<file path="config.mk">
export PLATFORM = sky130hd
export DESIGN_NAME = ptw_axi_arbiter_flat
export DESIGN_NICKNAME = d
export VERILOG_FILES = /design/src/rtl/ptw_axi_arbiter_if.sv /design/src/rtl/ptw_axi_arbiter.sv /design/src/flat_wrapper.sv
export SDC_FILE = /design/constraint.sdc
export NUM_CORES = 1
export LEC_CHECK = 0
export CAP_MARGIN = 20
export CORE_AREA = 2 2 158 160
export CTS_CLUSTER_SIZE = 8
export DETAILED_ROUTE_END_ITERATION = 10
export DIE_AREA = 0 0 160 162
export PLACE_DENSITY = 0.81
export RECOVER_POWER = 100
export SYNTH_ARGS = -nofsm -noshare
export SYNTH_HDL_FRONTEND = slang
export SYNTH_SLANG_ARGS = --single-unit
</file>
<file path="constraint.sdc">
create_clock -name CLK -period 3.1 [get_ports CLK]
set_clock_uncertainty 0.1 [all_clocks]
set_input_delay 0.62 -clock CLK [delete_from_list [all_inputs] [get_ports CLK]]
set_output_delay 0.62 -clock CLK [all_outputs]
set_load 0.02 [all_outputs]
</file>
<file path="src/rtl/ptw_axi_arbiter_if.sv">
// ptw_axi_arbiter_if: ITLB/DTLB walk ports plus the shared AXI master read port
interface ptw_axi_arbiter_if #(
    parameter int ADDR_WIDTH = 64,
    parameter int DATA_WIDTH = 64
);
    logic                  ITLB_ADDR_VALID;
    logic [ADDR_WIDTH-1:0] ITLB_ADDR;
    logic                  ITLB_KILL;
    logic                  ITLB_DATA_VALID;
    logic [DATA_WIDTH-1:0] ITLB_DATA;
    logic                  DTLB_ADDR_VALID;
    logic [ADDR_WIDTH-1:0] DTLB_ADDR;
    logic                  DTLB_KILL;
    logic                  DTLB_DATA_VALID;
    logic [DATA_WIDTH-1:0] DTLB_DATA;
    logic                  ADDR_TO_AXIM_VALID;
    logic [ADDR_WIDTH-1:0] ADDR_TO_AXIM;
    logic                  AXIM_READY;
    logic                  DATA_FROM_AXIM_VALID;
    logic [DATA_WIDTH-1:0] DATA_FROM_AXIM;
    logic                  OVERRUN;
    modport slave (
        input  ITLB_ADDR_VALID, ITLB_ADDR, ITLB_KILL, DTLB_ADDR_VALID, DTLB_ADDR, DTLB_KILL,
        input  AXIM_READY, DATA_FROM_AXIM_VALID, DATA_FROM_AXIM,
        output ITLB_DATA_VALID, ITLB_DATA, DTLB_DATA_VALID, DTLB_DATA,
        output ADDR_TO_AXIM_VALID, ADDR_TO_AXIM, OVERRUN
    );
    modport master (
        output ITLB_ADDR_VALID, ITLB_ADDR, ITLB_KILL, DTLB_ADDR_VALID, DTLB_ADDR, DTLB_KILL,
        output AXIM_READY, DATA_FROM_AXIM_VALID, DATA_FROM_AXIM,
        input  ITLB_DATA_VALID, ITLB_DATA, DTLB_DATA_VALID, DTLB_DATA,
        input  ADDR_TO_AXIM_VALID, ADDR_TO_AXIM, OVERRUN
    );
endinterface

</file>
<file path="src/rtl/ptw_axi_arbiter.sv">
// ptw_axi_arbiter: round-robin sharing of one PTW AXI read port between ITLB (index 0) and DTLB (index 1)
module ptw_axi_arbiter #(
    parameter int ADDR_WIDTH = 64,
    parameter int DATA_WIDTH = 64
) (
    input logic              CLK,
    input logic              RST,
    ptw_axi_arbiter_if.slave bus
);
    typedef enum logic [1:0] {IDLE, ISSUE, WAIT} state_t;
    state_t                state_q, state_d;
    logic                  owner_q, owner_d, last_q, last_d, overrun_q, overrun_d, win;
    logic [1:0]            pend_q, pend_d, kill_q, kill_d, dv_q, dv_d;
    logic [1:0]            req_v, kill_in, elig, owns, done, grant;
    logic [ADDR_WIDTH-1:0] addr_q [2];
    logic [ADDR_WIDTH-1:0] addr_d [2];
    logic [ADDR_WIDTH-1:0] req_addr [2];
    logic [ADDR_WIDTH-1:0] axi_addr_q, axi_addr_d;
    logic [DATA_WIDTH-1:0] data_q [2];
    logic [DATA_WIDTH-1:0] data_d [2];

    assign req_v       = {bus.DTLB_ADDR_VALID, bus.ITLB_ADDR_VALID};
    assign kill_in     = {bus.DTLB_KILL, bus.ITLB_KILL};
    assign req_addr[0] = bus.ITLB_ADDR;
    assign req_addr[1] = bus.DTLB_ADDR;
    // A slot being killed or overwritten this cycle sits out arbitration so its stale address never issues
    assign elig  = pend_q & ~kill_in & ~req_v;
    assign win   = &elig ? ~last_q : elig[1];
    assign owns  = state_q == IDLE ? 2'b00 : owner_q ? 2'b10 : 2'b01;
    assign done  = state_q == WAIT && bus.DATA_FROM_AXIM_VALID ? owns : 2'b00;
    assign grant = state_q == IDLE && |elig ? (win ? 2'b10 : 2'b01) : 2'b00;

    always_comb begin
        state_d    = state_q == IDLE  ? (|elig ? ISSUE : IDLE) :
                     state_q == ISSUE ? (bus.AXIM_READY ? WAIT : ISSUE) :
                     state_q == WAIT  ? (bus.DATA_FROM_AXIM_VALID ? IDLE : WAIT) : IDLE;
        owner_d    = |grant ? win : owner_q;
        last_d     = |grant ? win : last_q;
        axi_addr_d = |grant ? addr_q[win] : axi_addr_q;
        // pend holds only ungranted requests; the owned request is tracked by owner/state
        pend_d     = req_v | (pend_q & ~kill_in & ~grant);
        kill_d     = ~done & (kill_q | (owns & kill_in));
        dv_d       = done & ~kill_q & ~kill_in;
        overrun_d  = overrun_q | (|(req_v & (pend_q | owns) & ~done));
        for (int x = 0; x < 2; x++) begin
            addr_d[x] = req_v[x] ? req_addr[x] : addr_q[x];
            data_d[x] = dv_d[x] ? bus.DATA_FROM_AXIM : data_q[x];
        end
    end

    always_ff @(posedge CLK) begin
        if (RST) begin
            state_q    <= IDLE;
            owner_q    <= 1'b0;
            last_q     <= 1'b1;
            overrun_q  <= 1'b0;
            pend_q     <= '0;
            kill_q     <= '0;
            dv_q       <= '0;
            axi_addr_q <= '0;
            addr_q     <= '{default: '0};
            data_q     <= '{default: '0};
        end else begin
            state_q    <= state_d;
            owner_q    <= owner_d;
            last_q     <= last_d;
            overrun_q  <= overrun_d;
            pend_q     <= pend_d;
            kill_q     <= kill_d;
            dv_q       <= dv_d;
            axi_addr_q <= axi_addr_d;
            addr_q     <= addr_d;
            data_q     <= data_d;
        end
    end

    assign bus.ADDR_TO_AXIM_VALID = state_q == ISSUE;
    assign bus.ADDR_TO_AXIM       = axi_addr_q;
    assign bus.ITLB_DATA_VALID    = dv_q[0];
    assign bus.ITLB_DATA          = data_q[0];
    assign bus.DTLB_DATA_VALID    = dv_q[1];
    assign bus.DTLB_DATA          = data_q[1];
    assign bus.OVERRUN            = overrun_q;
endmodule

</file>
<file path="src/flat_wrapper.sv">
// flat-port wrapper written by rule: the top's interface ports become plain ports
module ptw_axi_arbiter_flat 
#(
    parameter int ADDR_WIDTH = 64,
    parameter int DATA_WIDTH = 64
)
  (CLK, RST, bus_ITLB_ADDR_VALID, bus_ITLB_ADDR, bus_ITLB_KILL, bus_DTLB_ADDR_VALID, bus_DTLB_ADDR, bus_DTLB_KILL, bus_AXIM_READY, bus_DATA_FROM_AXIM_VALID, bus_DATA_FROM_AXIM, bus_ITLB_DATA_VALID, bus_ITLB_DATA, bus_DTLB_DATA_VALID, bus_DTLB_DATA, bus_ADDR_TO_AXIM_VALID, bus_ADDR_TO_AXIM, bus_OVERRUN);
  ptw_axi_arbiter_if #(.ADDR_WIDTH(ADDR_WIDTH), .DATA_WIDTH(DATA_WIDTH)) bus_i ();
  input logic CLK;
  input logic RST;
  input wire logic [$bits(bus_i.ITLB_ADDR_VALID)-1:0] bus_ITLB_ADDR_VALID;
  input wire logic [$bits(bus_i.ITLB_ADDR)-1:0] bus_ITLB_ADDR;
  input wire logic [$bits(bus_i.ITLB_KILL)-1:0] bus_ITLB_KILL;
  input wire logic [$bits(bus_i.DTLB_ADDR_VALID)-1:0] bus_DTLB_ADDR_VALID;
  input wire logic [$bits(bus_i.DTLB_ADDR)-1:0] bus_DTLB_ADDR;
  input wire logic [$bits(bus_i.DTLB_KILL)-1:0] bus_DTLB_KILL;
  input wire logic [$bits(bus_i.AXIM_READY)-1:0] bus_AXIM_READY;
  input wire logic [$bits(bus_i.DATA_FROM_AXIM_VALID)-1:0] bus_DATA_FROM_AXIM_VALID;
  input wire logic [$bits(bus_i.DATA_FROM_AXIM)-1:0] bus_DATA_FROM_AXIM;
  output wire logic [$bits(bus_i.ITLB_DATA_VALID)-1:0] bus_ITLB_DATA_VALID;
  output wire logic [$bits(bus_i.ITLB_DATA)-1:0] bus_ITLB_DATA;
  output wire logic [$bits(bus_i.DTLB_DATA_VALID)-1:0] bus_DTLB_DATA_VALID;
  output wire logic [$bits(bus_i.DTLB_DATA)-1:0] bus_DTLB_DATA;
  output wire logic [$bits(bus_i.ADDR_TO_AXIM_VALID)-1:0] bus_ADDR_TO_AXIM_VALID;
  output wire logic [$bits(bus_i.ADDR_TO_AXIM)-1:0] bus_ADDR_TO_AXIM;
  output wire logic [$bits(bus_i.OVERRUN)-1:0] bus_OVERRUN;
  assign bus_i.ITLB_ADDR_VALID = bus_ITLB_ADDR_VALID;
  assign bus_i.ITLB_ADDR = bus_ITLB_ADDR;
  assign bus_i.ITLB_KILL = bus_ITLB_KILL;
  assign bus_i.DTLB_ADDR_VALID = bus_DTLB_ADDR_VALID;
  assign bus_i.DTLB_ADDR = bus_DTLB_ADDR;
  assign bus_i.DTLB_KILL = bus_DTLB_KILL;
  assign bus_i.AXIM_READY = bus_AXIM_READY;
  assign bus_i.DATA_FROM_AXIM_VALID = bus_DATA_FROM_AXIM_VALID;
  assign bus_i.DATA_FROM_AXIM = bus_DATA_FROM_AXIM;
  assign bus_ITLB_DATA_VALID = bus_i.ITLB_DATA_VALID;
  assign bus_ITLB_DATA = bus_i.ITLB_DATA;
  assign bus_DTLB_DATA_VALID = bus_i.DTLB_DATA_VALID;
  assign bus_DTLB_DATA = bus_i.DTLB_DATA;
  assign bus_ADDR_TO_AXIM_VALID = bus_i.ADDR_TO_AXIM_VALID;
  assign bus_ADDR_TO_AXIM = bus_i.ADDR_TO_AXIM;
  assign bus_OVERRUN = bus_i.OVERRUN;
  ptw_axi_arbiter #(.ADDR_WIDTH(ADDR_WIDTH), .DATA_WIDTH(DATA_WIDTH)) u_core (.CLK(CLK), .RST(RST), .bus(bus_i));
endmodule
</file>
Word level (Yosys, flattened, before mapping):

Index checks and enable logic that the tools add are counted.

* bits in registers: 331

* order comparisons: 1
* equality and inequality tests: 2
* mux-type cells: 15
* bitwise operators: 20
* reduce and logical (&&, ||, !) cells: 7

Operators with widths (count)
* $mux W64: 3
* $mux W2: 10
* $and A2 B2 Y2: 9
* $not A2 Y2: 5
* $or A2 B2 Y2: 3
* $reduce_or A2 Y1: 3
* $eq A2 B1 Y1 const B: 1
* $eq A2 B2 Y1 const B: 1
* $ge A2 B2 Y1 const B: 1
* $logic_and A1 B1 Y1: 2
* $logic_not A2 Y1: 1
* $mux W1: 2
* $not A1 Y2: 1
* $reduce_and A2 Y1: 1
* $not A1 Y1: 1
* $or A1 B1 Y1: 1

Depth between registers and ports, before layout:

Gate-level depths: netlist (run 1).

* depth in word-level cells: 10
* mapped depth: 7
* mapped depth without buffers: 4

Least setup slack after synthesis (run 1):

OpenSTA, ideal clock, no wires.

* kind: input port to flip-flop
* start: input bus_DTLB_ADDR_VALID
* end: register u_core.axi_addr_q[10] (netlist: u_core.bus.ADDR_TO_AXIM[10])
* arrival time: 1.830 ns
* path slack: 1.110 ns
* cell stages on the path: 5
* path buffers: 1
* cells stage by stage: or3b_4 nor4_4 buf_2 and2_1 a221o_1

* cells in the longest elaborated chain, start to end: 8
* elaborated cells on any way between the ends: 13
* those cells by class: 6 x mux; 3 x bitwise; 4 x reduce/logical

RTL lines
* start, declared: RTL line flat_wrapper.sv:14 `input wire logic [$bits(bus_i.DTLB_ADDR_VALID)-1:0] bus_DTLB_ADDR_VALID;`
* $not A2 Y2 (*): RTL line ptw_axi_arbiter.sv:27 `assign elig = pend_q & ~kill_in & ~req_v;`
* $and A2 B2 Y2 (*): RTL line ptw_axi_arbiter.sv:27
* $reduce_and A2 Y1: RTL line ptw_axi_arbiter.sv:28 `assign win = &elig ? ~last_q : elig[1];`
* $mux W1: RTL line ptw_axi_arbiter.sv:28
* $not A1 Y2 (implied by the code): RTL line ptw_axi_arbiter.sv:39 `axi_addr_d = |grant ? addr_q[win] : axi_addr_q;`
* $mux W64 (implied by the code) (3 in series): RTL line ptw_axi_arbiter.sv:39
* end signal, assigned: RTL line ptw_axi_arbiter.sv:71 `axi_addr_q <= axi_addr_d;`
* end, declared: RTL line ptw_axi_arbiter.sv:18 `logic [ADDR_WIDTH-1:0] axi_addr_q, axi_addr_d;`

Every way passes the cells marked *; elsewhere a longest branch is shown, timed or not. The select of a mux whose other input is x is not followed.
A chain may end at the register's enable or synchronous reset.

Worst setup path in the final report (run 1):

* start: input bus_DTLB_ADDR_VALID
* end: register u_core.axi_addr_q[51] (netlist: u_core.bus.ADDR_TO_AXIM[51])

The elaborated chain is that of the path after synthesis.

==> out/results.tsv, run 1 <==
metric	value	unit
synth_enable_flop_cells	0	
yosys.area_share.simple	0.1754	
postSynthAreaPerCell	9.459	sq um
violations	max-capacitance violations, max-slew violations	
synth_top_family_by_area	simple AND/OR/NAND/NOR gates	
synthTopCellsByArea	dfxtp_1 (56%), mux2i_1 (11%), nand2_1 (8.3%)	
crit_path_end_kind	register	
synth_area	11770	sq um
power.total	9.588	mW
drtIter0Drc	762	
grt_pass1_wl	54810	um
synth_compound_area_frac	0.1180	
ir_drop	423.9	uV
fp.dieArea	25920	sq um
synthAdderAreaFrac	0	
yosysTopAreaCellShare	0.5631	
finalHoldViolations	0	
cts_hold_buf	0	
muxShareOfSynthArea	0.1089	
finalSetupViolCount	0	
final_util	0.7117	
grt_pass1_vias	10100	
drc	0	
boundaryPins	396	
hold_path.class	reg -> reg	
grt_use_total	0.2633	
cts_setup_buffers	0	
gr-total-overflow	0	
arrival	3.04	ns
synth-seq-cells	331	
r2r_start	u_core.state_q[1]	
path_clk_slew	0.05	ns
cts_resized	0	
rsz0062_at_grt	false	
period_needed	2.666	ns
critPathLaunchType	primary input	
tightest_slew	1.621	ns
hp-start	u_core.bus.DTLB_DATA[49]	
place.gp.congestion	0.8866	
grt_start_max_net_pins	143	
ys_types	31	
start_util	0.4882	
outcome	finished, violations left	
crit_fanout	16	
max_freq	0.3751	GHz
synth-xor-area-share	0	
numPortBuffers	395	
ys_top_cells_by_count	dfxtp_1 (331), nand2_1 (260), nor2_1 (140)	
drv_cap	1	
wl_per_cell	18.33	um
core	24110	sq um
worstSkewPairLatency	0.52	ns
synth.most_common_cell	dfxtp_1	
slew_viol_final	143	
layout-drive-gt1-share	0.04647	
clock-root-buffer	clkbuf_16	
stdcell_count	1939	
crit_start	bus_DTLB_ADDR_VALID	
relSlewSlack	-0.08046	
setup_tns	0	ns
async_reset_ff_frac	0	
period_share	0.8601	
yosysTopAreaCell	dfxtp_1	
power_density	558.9	nW/um^2
power.leakage	7.306	nW
clock_path_buffers	3	
vias	10180	
tritoncts	done	
placementRows	57	
cp.required	3.47	ns
area_growth	45.80	%
syn_inst	1244	
syn_nets	1444	
finalNetCount	1813	
placedCellCount	1888	
cts_buffers	47	
whs	0.3476	ns
ys_warn_count	0	
wl	35540	um
cts_sinks	331	
die_w	160	um
crit_type	in -> reg	
hpwl	22950	um
die_h	162	um
postRouteAntennaNets	0	
seq_area_frac_synth	0.5631	
synth_top_flop_cell	dfxtp_1	
antenna_found_initial	1	
cts-htree-levels	2	
drt_first_pass_iters	5	
via_per_inst	5.251	
## cell type report
cell class                      count  area [sq um]
Fill cell                        1820          6949
Sequential cell                   331          6626
Multi-Input combinational cell    818          4755
Timing Repair Buffer              411          4119
Clock buffer                       49          1226
Tap cell                          324         405.4
Inverter                            4         15.01
Clock inverter                      1         7.507
Antenna cell                        1         2.502
## cells in the final DEF (no fill, tap or decap), types with 2 or more instances in the layout
cell	count
nor2b_1	2
buf_12	5
clkbuf_1	2
mux2i_1	128
clkbuf_4	2
nor2_1	140
a221o_1	65
nor3_4	2
a21oi_1	133
clkdlybuf4s50_1	194
clkbuf_16	49
nand2_1	260
inv_1	4
o21ai_0	3
buf_4	9
nor3_1	4
nor4_4	2
dfxtp_1	331
and2_1	64
dlygate4sd3_1	198
## flip-flops by register name, summed over array words and instances, names as in the netlist
signal and flops:
u_core.addr_q 128, u_core.bus.ADDR_TO_AXIM 64, u_core.bus.DTLB_DATA 64, u_core.bus.ITLB_DATA 64, u_core.bus.OVERRUN 1, u_core.dv_q 2
u_core.kill_q 2, u_core.last_q 1, u_core.owner_q 1, u_core.pend_q 2, u_core.state_q 2
## layer usage
layer  track usage  part of all wire  vias to the layer above
met5             0                 0                        -
met2        0.4459              0.49                      359
met1        0.3206              0.41                     4820
met3       0.06461             0.067                       88
li1              -                 -                     4914
met4        0.1151             0.037                        0
## cells by family after synthesis
group	after synthesis
compound gates	208
buf+inv	95
flops	331
mux	128
simple gates	482
## metrics by stage
stage,cell area (sq um),setup slack [ns]
floorplan,11770,1.110
global placement,15950,0.2128
detailed placement,15950,0.1786
CTS,17190,0.5277
global route,17160,0.2809
finish,17160,0.4338
## path summary, 6_finish.rpt
path | depth (start not counted) | slack [ns] | to
max | 6 | 0.43 | u_core.bus.ADDR_TO_AXIM[51]
max reg2reg | 5 | 0.85 | u_core.bus.ADDR_TO_AXIM[51]
min reg2reg | 2 | 0.35 | u_core.bus.DTLB_DATA[49]
min | 2 | 0.35 | u_core.bus.DTLB_DATA[49]
## worst max-delay path: stages
cell and delay, ns:
clkbuf_1 0.73, or3b_1 0.35, nor2_1 0.10, nor3_4 0.69
buf_4 0.35, a221o_1 0.18
## power breakdown
group	switching [mW]	total [mW]	internal, mW
clock network	1.69	4.43	2.74
registers	0.0673	4.46	4.39
logic	0.313	0.701	0.388
No activity file was read; power rests on OpenSTA's default activity.
==> run 2, diff against run 1 <==
--- a/config.mk
+++ b/config.mk
@@ -15,3 +15,4 @@
 export SYNTH_ARGS = -nofsm -noshare
 export SYNTH_HDL_FRONTEND = slang
 export SYNTH_SLANG_ARGS = --single-unit
+export TNS_END_PERCENT = 10
==> results of run 2 <==
Final layout, timing and power as in run 1 (identical DEF).
==> run 3, diff against run 2 <==
==> constraint.sdc (replaced) <==
create_clock -name CLK -period 3.1 [get_ports CLK]
set_clock_uncertainty 0.1 [all_clocks]
set_input_delay 0.62 -clock CLK [delete_from_list [all_inputs] [get_ports CLK]]
set_output_delay 0.62 -clock CLK [all_outputs]
set_load 0.01 [all_outputs]
==> run 3 against run 2 <==
Compared with the run above:
- the flow still finishes with violations (max-capacitance violations, max-slew violations)
- worst hold slack about the same
- final area about the same
- final cell count did not move
- global-route usage is the same
- critical path depth unchanged
- via count about the same
- critical endpoint unchanged
- largest cell class unchanged
==> out/results.tsv, run 3 (synthesis gave the netlist of run 1 again) <==
metric	value	unit
antenna_found_initial	1	
violations	max-capacitance violations, max-slew violations	
setup_tns	0	ns
grt_use_total	0.2633	
worstSkewPairLatency	0.52	ns
clock_path_buffers	3	
tritoncts	done	
finalNetCount	1813	
die_w	160	um
final_cell_mix	dfxtp_1 (331), nand2_1 (260), dlygate4sd3_1 (198)	
crit_type	in -> reg	
final_common_cell	dfxtp_1	
wl	35540	um
cts_buffers	47	
drv_cap	1	
tightest_slew	1.620	ns
internal_power	7.520	mW
cts-htree-levels	2	
switchingPower	2.053	mW
boundaryPins	396	
ir_drop	423.4	uV
routed-wl-met3	2385	um
largest_reg_flops	128	
switching_share	0.2145	
drc	0	
seqCellArea	6626	sq um
power.share.clock	0.463	
outcome	finished, violations left	
period_needed	2.647	ns
finalSetupViolCount	0	
power_density	557.9	nW/um^2
grt_start_max_net_pins	143	
num-fill-cells	1820	
wl_per_cell	18.33	um
drtIter0Drc	762	
slew_viol_final	143	
relSlewSlack	-0.08032	
numPortBuffers	395	
cts_resized	0	
start_util	0.4882	
grt_pass1_vias	10100	
comb_power_share	0.072	
cts_sinks	331	
rsz0062_at_grt	false	
area_growth	45.81	%
core	24110	sq um
via_per_inst	5.248	
hpwl	22950	um
finalHoldViolations	0	
multi_input_area	4755	sq um
max_freq	0.3778	GHz
critPathLaunchType	primary input	
clock-root-buffer	clkbuf_16	
arrival	3.02	ns
vias	10180	
route.met2.wl	17370	um
path_clk_slew	0.05	ns
crit_fanout	16	
cp.required	3.47	ns
die_h	162	um
power.leakage	7.309	nW
period_share	0.8538	
cts_setup_buffers	0	
place.gp.congestion	0.8866	
fp.dieArea	25920	sq um
crit_path_end_kind	register	
drt_first_pass_iters	5	
seq_power_share	0.466	
gr-total-overflow	0	
hold_path.class	reg -> reg	
cts_hold_buf	0	
grt_pass1_wl	54810	um
top_register	u_core.addr_q	
layout-drive-gt1-share	0.04709	
wl_met1	14480	um
power.total	9.573	mW
postRouteAntennaNets	0	
top_layer	met4	
placementRows	57	
==> run 3: per-stage QoR <==
| step | area (sq um) | utilization | cells | hold slack, ns | setup WS (ns) |
|---|---|---|---|---|---|
| finish | 17160 | 0.7118 | 1939 | 0.3476 | 0.4532 |
| global route | 17160 | 0.7118 | 1939 | 0.3658 | 0.3441 |
| CTS | 17190 | 0.7129 | 1938 | 0.3519 | 0.5948 |
| detailed placement | 15950 | 0.6617 | 1888 | 0.3456 | 0.1786 |
| global placement | 15950 | 0.6617 | 1888 | 0.3405 | 0.2128 |
| floorplan | 11770 | - | 1244 | 0.3515 | 1.110 |
==> run 3: area by class of cell <==
| class | instances | share of cell area |
|---|---|---|
| tap | 324 | 0.02363 |
| sequential | 331 | 0.3862 |
| clock inverter | 1 | 0.0004375 |
| antenna | 1 | 0.0001458 |
| multi-input combinational | 818 | 0.2771 |
| clock buffer | 49 | 0.07147 |
| inverter | 4 | 0.0008751 |
| timing repair buffer | 411 | 0.2401 |
==> run 3: per-layer routing <==
| metal | up-vias | GRT usage |
|---|---|---|
| met4 | 0 | 0.1151 |
| li1 | 4914 | - |
| met3 | 88 | 0.06461 |
| met2 | 358 | 0.4459 |
| met5 | - | 0 |
| met1 | 4815 | 0.3206 |
==> run 3: path summary, 6_finish.rpt <==
| path | from | endpoint | slack, ns | depth (start not counted) |
|---|---|---|---|---|
| max | bus_DTLB_KILL | u_core.bus.ADDR_TO_AXIM[51] | 0.45 | 6 |
| min | u_core.bus.DTLB_DATA[49] | u_core.bus.DTLB_DATA[49] | 0.35 | 2 |
| max reg2reg | u_core.state_q[1] | u_core.bus.ADDR_TO_AXIM[51] | 0.71 | 5 |
| min reg2reg | u_core.bus.DTLB_DATA[49] | u_core.bus.DTLB_DATA[49] | 0.35 | 2 |
==> run 3: worst max-delay path: stages <==
cell	delay, ns
dlygate4sd3_1	0.66
or3b_1	0.27
nor2_1	0.10
nor3_4	0.69
clkbuf_2	0.45
a221o_1	0.22
==> run 3: power by group through the flow <==
| stage | clock network [mW] | logic, mW | registers (mW) |
|---|---|---|---|
| finish | 4.43 | 0.685 | 4.46 |
| global route | 4.70 | 0.737 | 4.46 |
| CTS | 4.52 | 0.699 | 4.46 |
| detailed placement | 0 | 0.692 | 4.54 |
| global placement | 0 | 0.681 | 4.53 |
| floorplan | 0 | 0.295 | 4.53 |
